==> src/rtl/ps2_pkg.sv <==
// ps2_pkg: shared FSM states, scan-code prefixes/modifiers and ASCII constants
package ps2_pkg;

    typedef enum logic [1:0] {ST_IDLE, ST_ACK, ST_DRAIN, ST_DECODE} state_t;

    localparam logic [7:0] PS2_BRK   = 8'hF0;
    localparam logic [7:0] PS2_EXT   = 8'hE0;
    localparam logic [7:0] KC_LSHIFT = 8'h12;
    localparam logic [7:0] KC_RSHIFT = 8'h59;
    localparam logic [7:0] KC_CAPS   = 8'h58;

    localparam logic [7:0] ASC_SPACE = 8'h20;
    localparam logic [7:0] ASC_ENTER = 8'h0D;
    localparam logic [7:0] ASC_BS    = 8'h08;
    localparam logic [7:0] ASC_ESC   = 8'h1B;
    localparam logic [7:0] ASC_TAB   = 8'h09;
    localparam logic [7:0] ASC_UP    = 8'h11;
    localparam logic [7:0] ASC_DOWN  = 8'h12;
    localparam logic [7:0] ASC_LEFT  = 8'h13;
    localparam logic [7:0] ASC_RIGHT = 8'h14;
    localparam logic [7:0] ASC_DEL   = 8'h7F;

endpackage

==> src/rtl/char_fifo.sv <==
// char_fifo: synchronous character FIFO; a pop frees room for a same-cycle push,
// a push that finds no room is dropped and latches a sticky overflow.
module char_fifo #(
    parameter int DEPTH = 8,
    parameter int AW    = 3
) (
    input  logic          clk,
    input  logic          rst,
    input  logic          push_i,
    input  logic [7:0]    din_i,
    input  logic          pop_i,
    input  logic          ovf_clr_i,
    output logic [7:0]    dout_o,
    output logic          valid_o,
    output logic [AW:0]   count_o,
    output logic          overflow_o
);

    logic [7:0]    mem_q [DEPTH];
    logic [AW-1:0] wr_q, rd_q;
    logic [AW:0]   count_q;
    logic          ovf_q;
    logic          full, empty, do_push, do_pop;

    assign full    = count_q == (AW+1)'(DEPTH);
    assign empty   = count_q == '0;
    assign do_pop  = pop_i && !empty;
    assign do_push = push_i && (!full || do_pop);

    always_ff @(posedge clk) begin
        if (rst) begin
            for (int i = 0; i < DEPTH; i++) mem_q[i] <= 8'h00;
            wr_q    <= '0;
            rd_q    <= '0;
            count_q <= '0;
            ovf_q   <= 1'b0;
        end else begin
            if (do_push) begin
                mem_q[wr_q] <= din_i;
                wr_q        <= wr_q + AW'(1);
            end
            if (do_pop) rd_q <= rd_q + AW'(1);
            count_q <= count_q + (AW+1)'(do_push) - (AW+1)'(do_pop);
            // a dropped push wins over a same-cycle clear
            ovf_q   <= (push_i && !do_push) || (ovf_q && !ovf_clr_i);
        end
    end

    assign dout_o     = mem_q[rd_q];
    assign valid_o    = !empty;
    assign count_o    = count_q;
    assign overflow_o = ovf_q;

endmodule

==> src/rtl/ps2_key_decoder.sv <==
// ps2_key_decoder: pops Set-2 scan codes from the PS/2 receiver, tracks F0/E0,
// Shift and CapsLock, and queues ASCII. Define PS2_EXT_KEYS_EN to map E0 arrow/delete keys.
module ps2_key_decoder
    import ps2_pkg::*;
#(
    parameter int FIFO_DEPTH = 8,
    parameter int FIFO_AW    = 3
) (
    input  logic               clk,
    input  logic               rst,
    input  logic [7:0]         kb_data,
    input  logic               kb_ready,
    output logic               kb_rdn,
    output logic [7:0]         ch_data,
    output logic               ch_valid,
    input  logic               ch_pop,
    output logic [FIFO_AW:0]   ch_count,
    output logic               shift_st,
    output logic               caps_st,
    output logic               overflow,
    input  logic               ovf_clr
);

    function automatic logic [7:0] scan_to_ascii(input logic [7:0] c, input logic upper);
        logic [7:0] a;
        case (c)
            8'h1C: a = 8'h61; 8'h32: a = 8'h62; 8'h21: a = 8'h63; 8'h23: a = 8'h64;
            8'h24: a = 8'h65; 8'h2B: a = 8'h66; 8'h34: a = 8'h67; 8'h33: a = 8'h68;
            8'h43: a = 8'h69; 8'h3B: a = 8'h6A; 8'h42: a = 8'h6B; 8'h4B: a = 8'h6C;
            8'h3A: a = 8'h6D; 8'h31: a = 8'h6E; 8'h44: a = 8'h6F; 8'h4D: a = 8'h70;
            8'h15: a = 8'h71; 8'h2D: a = 8'h72; 8'h1B: a = 8'h73; 8'h2C: a = 8'h74;
            8'h3C: a = 8'h75; 8'h2A: a = 8'h76; 8'h1D: a = 8'h77; 8'h22: a = 8'h78;
            8'h35: a = 8'h79; 8'h1A: a = 8'h7A;
            8'h45: a = 8'h30; 8'h16: a = 8'h31; 8'h1E: a = 8'h32; 8'h26: a = 8'h33;
            8'h25: a = 8'h34; 8'h2E: a = 8'h35; 8'h36: a = 8'h36; 8'h3D: a = 8'h37;
            8'h3E: a = 8'h38; 8'h46: a = 8'h39;
            8'h29: a = ASC_SPACE; 8'h5A: a = ASC_ENTER; 8'h66: a = ASC_BS;
            8'h76: a = ASC_ESC;   8'h0D: a = ASC_TAB;
            default: a = 8'h00;
        endcase
        // only letters live at or above 'a', so case folding touches nothing else
        return (upper && a >= 8'h61) ? a - 8'h20 : a;
    endfunction

`ifdef PS2_EXT_KEYS_EN
    function automatic logic [7:0] ext_to_ascii(input logic [7:0] c);
        return c == 8'h75 ? ASC_UP :
               c == 8'h72 ? ASC_DOWN :
               c == 8'h6B ? ASC_LEFT :
               c == 8'h74 ? ASC_RIGHT :
               c == 8'h71 ? ASC_DEL : 8'h00;
    endfunction
`endif

    state_t     state_q;
    logic [7:0] code_q;
    logic       rdn_q;
    logic       brk_q, brk_d, ext_q, ext_d;
    logic       lsh_q, lsh_d, rsh_q, rsh_d, caps_q, caps_d;
    logic       push;
    logic [7:0] push_ch;

    assign shift_st = lsh_q | rsh_q;
    assign caps_st  = caps_q;
    assign kb_rdn   = rdn_q;

    always_comb begin
        brk_d   = brk_q;
        ext_d   = ext_q;
        lsh_d   = lsh_q;
        rsh_d   = rsh_q;
        caps_d  = caps_q;
        push    = 1'b0;
        push_ch = 8'h00;
        if (state_q == ST_DECODE) begin
            if (code_q == PS2_BRK) begin
                brk_d = 1'b1;
            end else if (code_q == PS2_EXT) begin
                ext_d = 1'b1;
            end else begin
                brk_d = 1'b0;
                ext_d = 1'b0;
                if (ext_q) begin
`ifdef PS2_EXT_KEYS_EN
                    push_ch = ext_to_ascii(code_q);
                    push    = !brk_q && push_ch != 8'h00;
`endif
                end else if (code_q == KC_LSHIFT) begin
                    lsh_d = !brk_q;
                end else if (code_q == KC_RSHIFT) begin
                    rsh_d = !brk_q;
                end else if (code_q == KC_CAPS) begin
                    caps_d = caps_q ^ !brk_q;
                end else begin
                    push_ch = scan_to_ascii(code_q, shift_st ^ caps_q);
                    push    = !brk_q && push_ch != 8'h00;
                end
            end
        end
    end

    always_ff @(posedge clk) begin
        if (rst) begin
            state_q <= ST_IDLE;
            code_q  <= 8'h00;
            rdn_q   <= 1'b1;
            brk_q   <= 1'b0;
            ext_q   <= 1'b0;
            lsh_q   <= 1'b0;
            rsh_q   <= 1'b0;
            caps_q  <= 1'b0;
        end else begin
            brk_q  <= brk_d;
            ext_q  <= ext_d;
            lsh_q  <= lsh_d;
            rsh_q  <= rsh_d;
            caps_q <= caps_d;
            case (state_q)
                ST_IDLE: if (kb_ready) begin
                    code_q  <= kb_data;
                    rdn_q   <= 1'b0;
                    state_q <= ST_ACK;
                end
                ST_ACK: begin
                    rdn_q   <= 1'b1;
                    state_q <= ST_DRAIN;
                end
                // the receiver keeps ready high until it sees the strobe; wait it out
                ST_DRAIN:  state_q <= kb_ready ? ST_DRAIN : ST_DECODE;
                ST_DECODE: state_q <= ST_IDLE;
                default:   state_q <= ST_IDLE;
            endcase
        end
    end

    char_fifo #(
        .DEPTH(FIFO_DEPTH),
        .AW   (FIFO_AW)
    ) u_fifo (
        .clk       (clk),
        .rst       (rst),
        .push_i    (push),
        .din_i     (push_ch),
        .pop_i     (ch_pop),
        .ovf_clr_i (ovf_clr),
        .dout_o    (ch_data),
        .valid_o   (ch_valid),
        .count_o   (ch_count),
        .overflow_o(overflow)
    );

endmodule

==> config.mk <==
export PLATFORM = sky130hd
export DESIGN_NAME = ps2_key_decoder
export DESIGN_NICKNAME = d
export VERILOG_FILES = /design/src/rtl/ps2_pkg.sv /design/src/rtl/char_fifo.sv /design/src/rtl/ps2_key_decoder.sv
export SDC_FILE = /design/constraint.sdc
export NUM_CORES = 1
export LEC_CHECK = 0
export ABC_AREA = 1
export BUFFER_PORTS_ARGS = -buffer_cell sky130_fd_sc_hd__buf_4
export CORE_UTILIZATION = 46
export CTS_CLUSTER_DIAMETER = 50
export DETAILED_ROUTE_END_ITERATION = 7
export PLACE_DENSITY_LB_ADDON = 0.08
export SLEW_MARGIN = 20
export SYNTH_ARGS = -nofsm -noshare
export SYNTH_HDL_FRONTEND = slang
export SYNTH_SLANG_ARGS = --single-unit
==> constraint.sdc <==
create_clock -name clk -period 4.2 [get_ports clk]
set_input_delay 0.42 -clock clk [delete_from_list [all_inputs] [get_ports clk]]
set_output_delay 0.42 -clock clk [all_outputs]
set_load 0.01 [all_outputs]
==> reports/metrics.cfg <==
[outcome]
status = complete, but fails checks
violations = design-rule violations

[clock_network]
clk_latency_ns = 0.35
cts_max_level = 3
root_buffer = clkbuf_16
cts_buffers = 9
cts_tree = yes
clock_sinks = 101
cts_resized = 0
clock_path_buffers = 2
post_cts_buffers = 0
hold_buffers = 0
clk_pin_slew_ns = 0.07

[sta]
relSlewSlack_pct = 37.9
fin_setup_tns_ns = 0
period_share_pct = 65.8
finalMaxSlewViolations = 0
tightest_slew_ns = 0.929
fmax_mhz = 362
finalHoldViolCount = 0
fin_ws_ns = 1.44
rsz0062_at_grt = false
min_period_ns = 2.76
setup_viol = 0
hold_slack_ns = 0.321
skew_ns = 0.00945

[worst_hold_path]
worstHoldPathCells = 3
hp-class = in2reg

[global_route]
grt_antenna_before_repair = 0
grt_max_degree = 33
grt_use_total_pct = 21.8
grt_overflow = 0
grt_pass1_wl_um = 21200
grt_pass1_vias = 4289

[pwr]
p_int_mw = 2.07
p_sw_mw = 1.38
p_seq_share_pct = 37.0
p_leak_nw = 2.42
max-vdd-ir-drop_v = 0.000329
switching_share_pct = 39.9
power_frac_clock_pct = 23.5
p_per_area_nw_per_um2 = 568
pwr-share-comb_pct = 39.5

[cells_and_area]
nNetsFinal = 702
finalInstanceArea_um2 = 6070
area_growth_pct = 10.9
drive_above_1_share_pct = 13.2
insertedDiodeCount = 0
layout_commonest_cell = nor2_1
fin_util_pct = 52.7
final_cell_mix = 173 x nor2_1, 88 x nand2_1, 64 x edfxtp_1, 52 x o21ai_0, 48 x inv_1

[detailed_routing]
routed_wl_um = 12600
drc = 2
firstDrtPassIters = 6
wire_per_inst_um = 15.4
via_per_inst = 5.35
ant_nets = 0
dr.first_iter.drc_count = 249
num_vias = 4357

[critical_path]
critPathKind = reg2reg
required_ns = 4.49
crit_slowest_cell = nor2_1
critPathMaxFanout = 17
critical-path-max-stage-delay_ns = 0.58
crit_path_start_kind = flop
cp.arrival_ns = 3.05
cp_cell_sequence = inv_1, ha_1, nand2_2, nand2_1, o21ai_1, nor2_1, ha_1, nor2_1, o21ai_0, nand3_1, nand2_1, nand2_1, nand2_1, nand2_1
critical_path.endpoint_type = flop
crit_top_cell = nand2_1
rr_worst_depth = 14

[die]
dieHeight_um = 111
fp.coreArea_um2 = 11500
dieWidth_um = 111
ioPinCount = 30
dieArea_um2 = 12300
rows = 39
start_util_pct = 47.6

[place]
gp_congestion = 0.900
hpwl_um = 8830
io_buffer_count = 29
placedInstanceArea_um2 = 5790
place_ws_ns = 1.46

[synthesis]
synthFlopType = edfxtp_1
synth-edff-count = 64
yosys_warnings = 0
syn_area_um2 = 5480
synthesis.nets = 680
ys_types = 42
synthArstFlopShare_pct = 0
syn_area_per_cell_um2 = 8.49
syn_inst = 645
seq_area_frac_synth_pct = 48.6
synth_seq_cells = 101

[run]
drv_cap = 0

## power groups by stage
stage          clock [mW]  sequential, mW  combinational [mW]
6_report            0.809            1.28                1.36
5_1_grt             0.862            1.30                1.55
4_1_cts             0.825            1.28                1.37
3_5_place_dp            0            1.30                1.36
3_3_place_gp            0            1.30                1.35
2_1_floorplan           0            1.27                1.03
## state kept, by name, summed over array words and instances (netlist names), named ones only
name               cells
u_fifo.count_o         4
u_fifo.overflow_o      1
kb_rdn                 1
caps_st                1
lsh_q                  1
brk_q                  1
u_fifo.wr_q            3
code_q                 8
ext_q                  1
rsh_q                  1
u_fifo.mem_q          64
state_q                2
u_fifo.rd_q            3
## final timing paths
kind	startpoint	to	slack [ns]
worst max register to register	state_q[0]$_SDFFE_PP0P_	flop	1.44
worst min register to register	u_fifo.rd_q[2]$_SDFFE_PP0P_	u_fifo.rd_q[2]$_SDFFE_PP0P_	0.45
worst min-delay path	kb_data[0]	code_q[0]$_SDFFE_PP0P_	0.32
worst max-delay path	state_q[0]$_SDFFE_PP0P_	flop	1.44
## synthesized netlist by cell type, types with 3 or more instances
| cell | instances | area [um2] |
|---|---|---|
| a21oi_1 | 28 | 140 |
| a31oi_1 | 10 | 62.6 |
| buf_2 | 5 | 25.0 |
| clkbuf_1 | 10 | 37.5 |
| dfxtp_1 | 37 | 741 |
| edfxtp_1 | 64 | 1920 |
| ha_1 | 21 | 263 |
| inv_1 | 48 | 180 |
| inv_2 | 7 | 26.3 |
| nand2_1 | 88 | 330 |
| nand2_2 | 8 | 50.1 |
| nand3_1 | 28 | 140 |
| nand3_2 | 3 | 30.0 |
| nand4_1 | 5 | 31.3 |
| nand4_4 | 9 | 191 |
| nor2_1 | 173 | 649 |
| nor2_2 | 3 | 18.8 |
| nor3_1 | 5 | 25.0 |
| o21ai_0 | 52 | 260 |
| o21ai_1 | 5 | 25.0 |
| o22ai_1 | 8 | 50.1 |
## metal layers
layer | part of all wire [%] | global-route usage (%) | routed length [um] | vias up
li1 | - | - | - | 2207
met3 | 4.4 | 4.21 | 550 | 18
met2 | 51 | 38.2 | 6360 | 111
met5 | 0 | 0 | 0 | -
met4 | 1.5 | 6.49 | 184 | 0
met1 | 43 | 27.0 | 5460 | 2021
## through the flow
| step | total power, mW | instances |
|---|---|---|
| final | 3.45 | 815 |
| after global routing | 3.70 | 815 |
| after CTS | 3.47 | 815 |
| after detailed placement | 2.67 | 799 |
| after global placement | 2.65 | 799 |
| after floorplan | 2.30 | 645 |
## area by class of cell
class,count,area (um2)
flip-flops and latches,101,2660
clock buffers,9,225
well taps,143,179
repair buffers,32,240
inverters,58,220
fillers,1106,5440
multi-input cells,465,2480
clock inverters,7,61.3
## cells by family after synthesis
family	Yosys count	share of synthesized area, %
and+or+nand+nor	328	28.1
AOI/OAI and AO/OA	113	11.8
DFF	101	48.6
buffers and inverters	79	6.01
adders and majority gates	22	5.16
xor gates and xnor gates	2	0.320
## critical path, delay by kind of cell, from the launching register on
family | cells | cell delay, ns
simple gates | 9 | 1.49
fa+ha+maj | 2 | 0.57
flops | 1 | 0.33
compound gates | 2 | 0.20
buf+inv | 1 | 0.10
No activity file was read; power rests on OpenSTA's default activity.
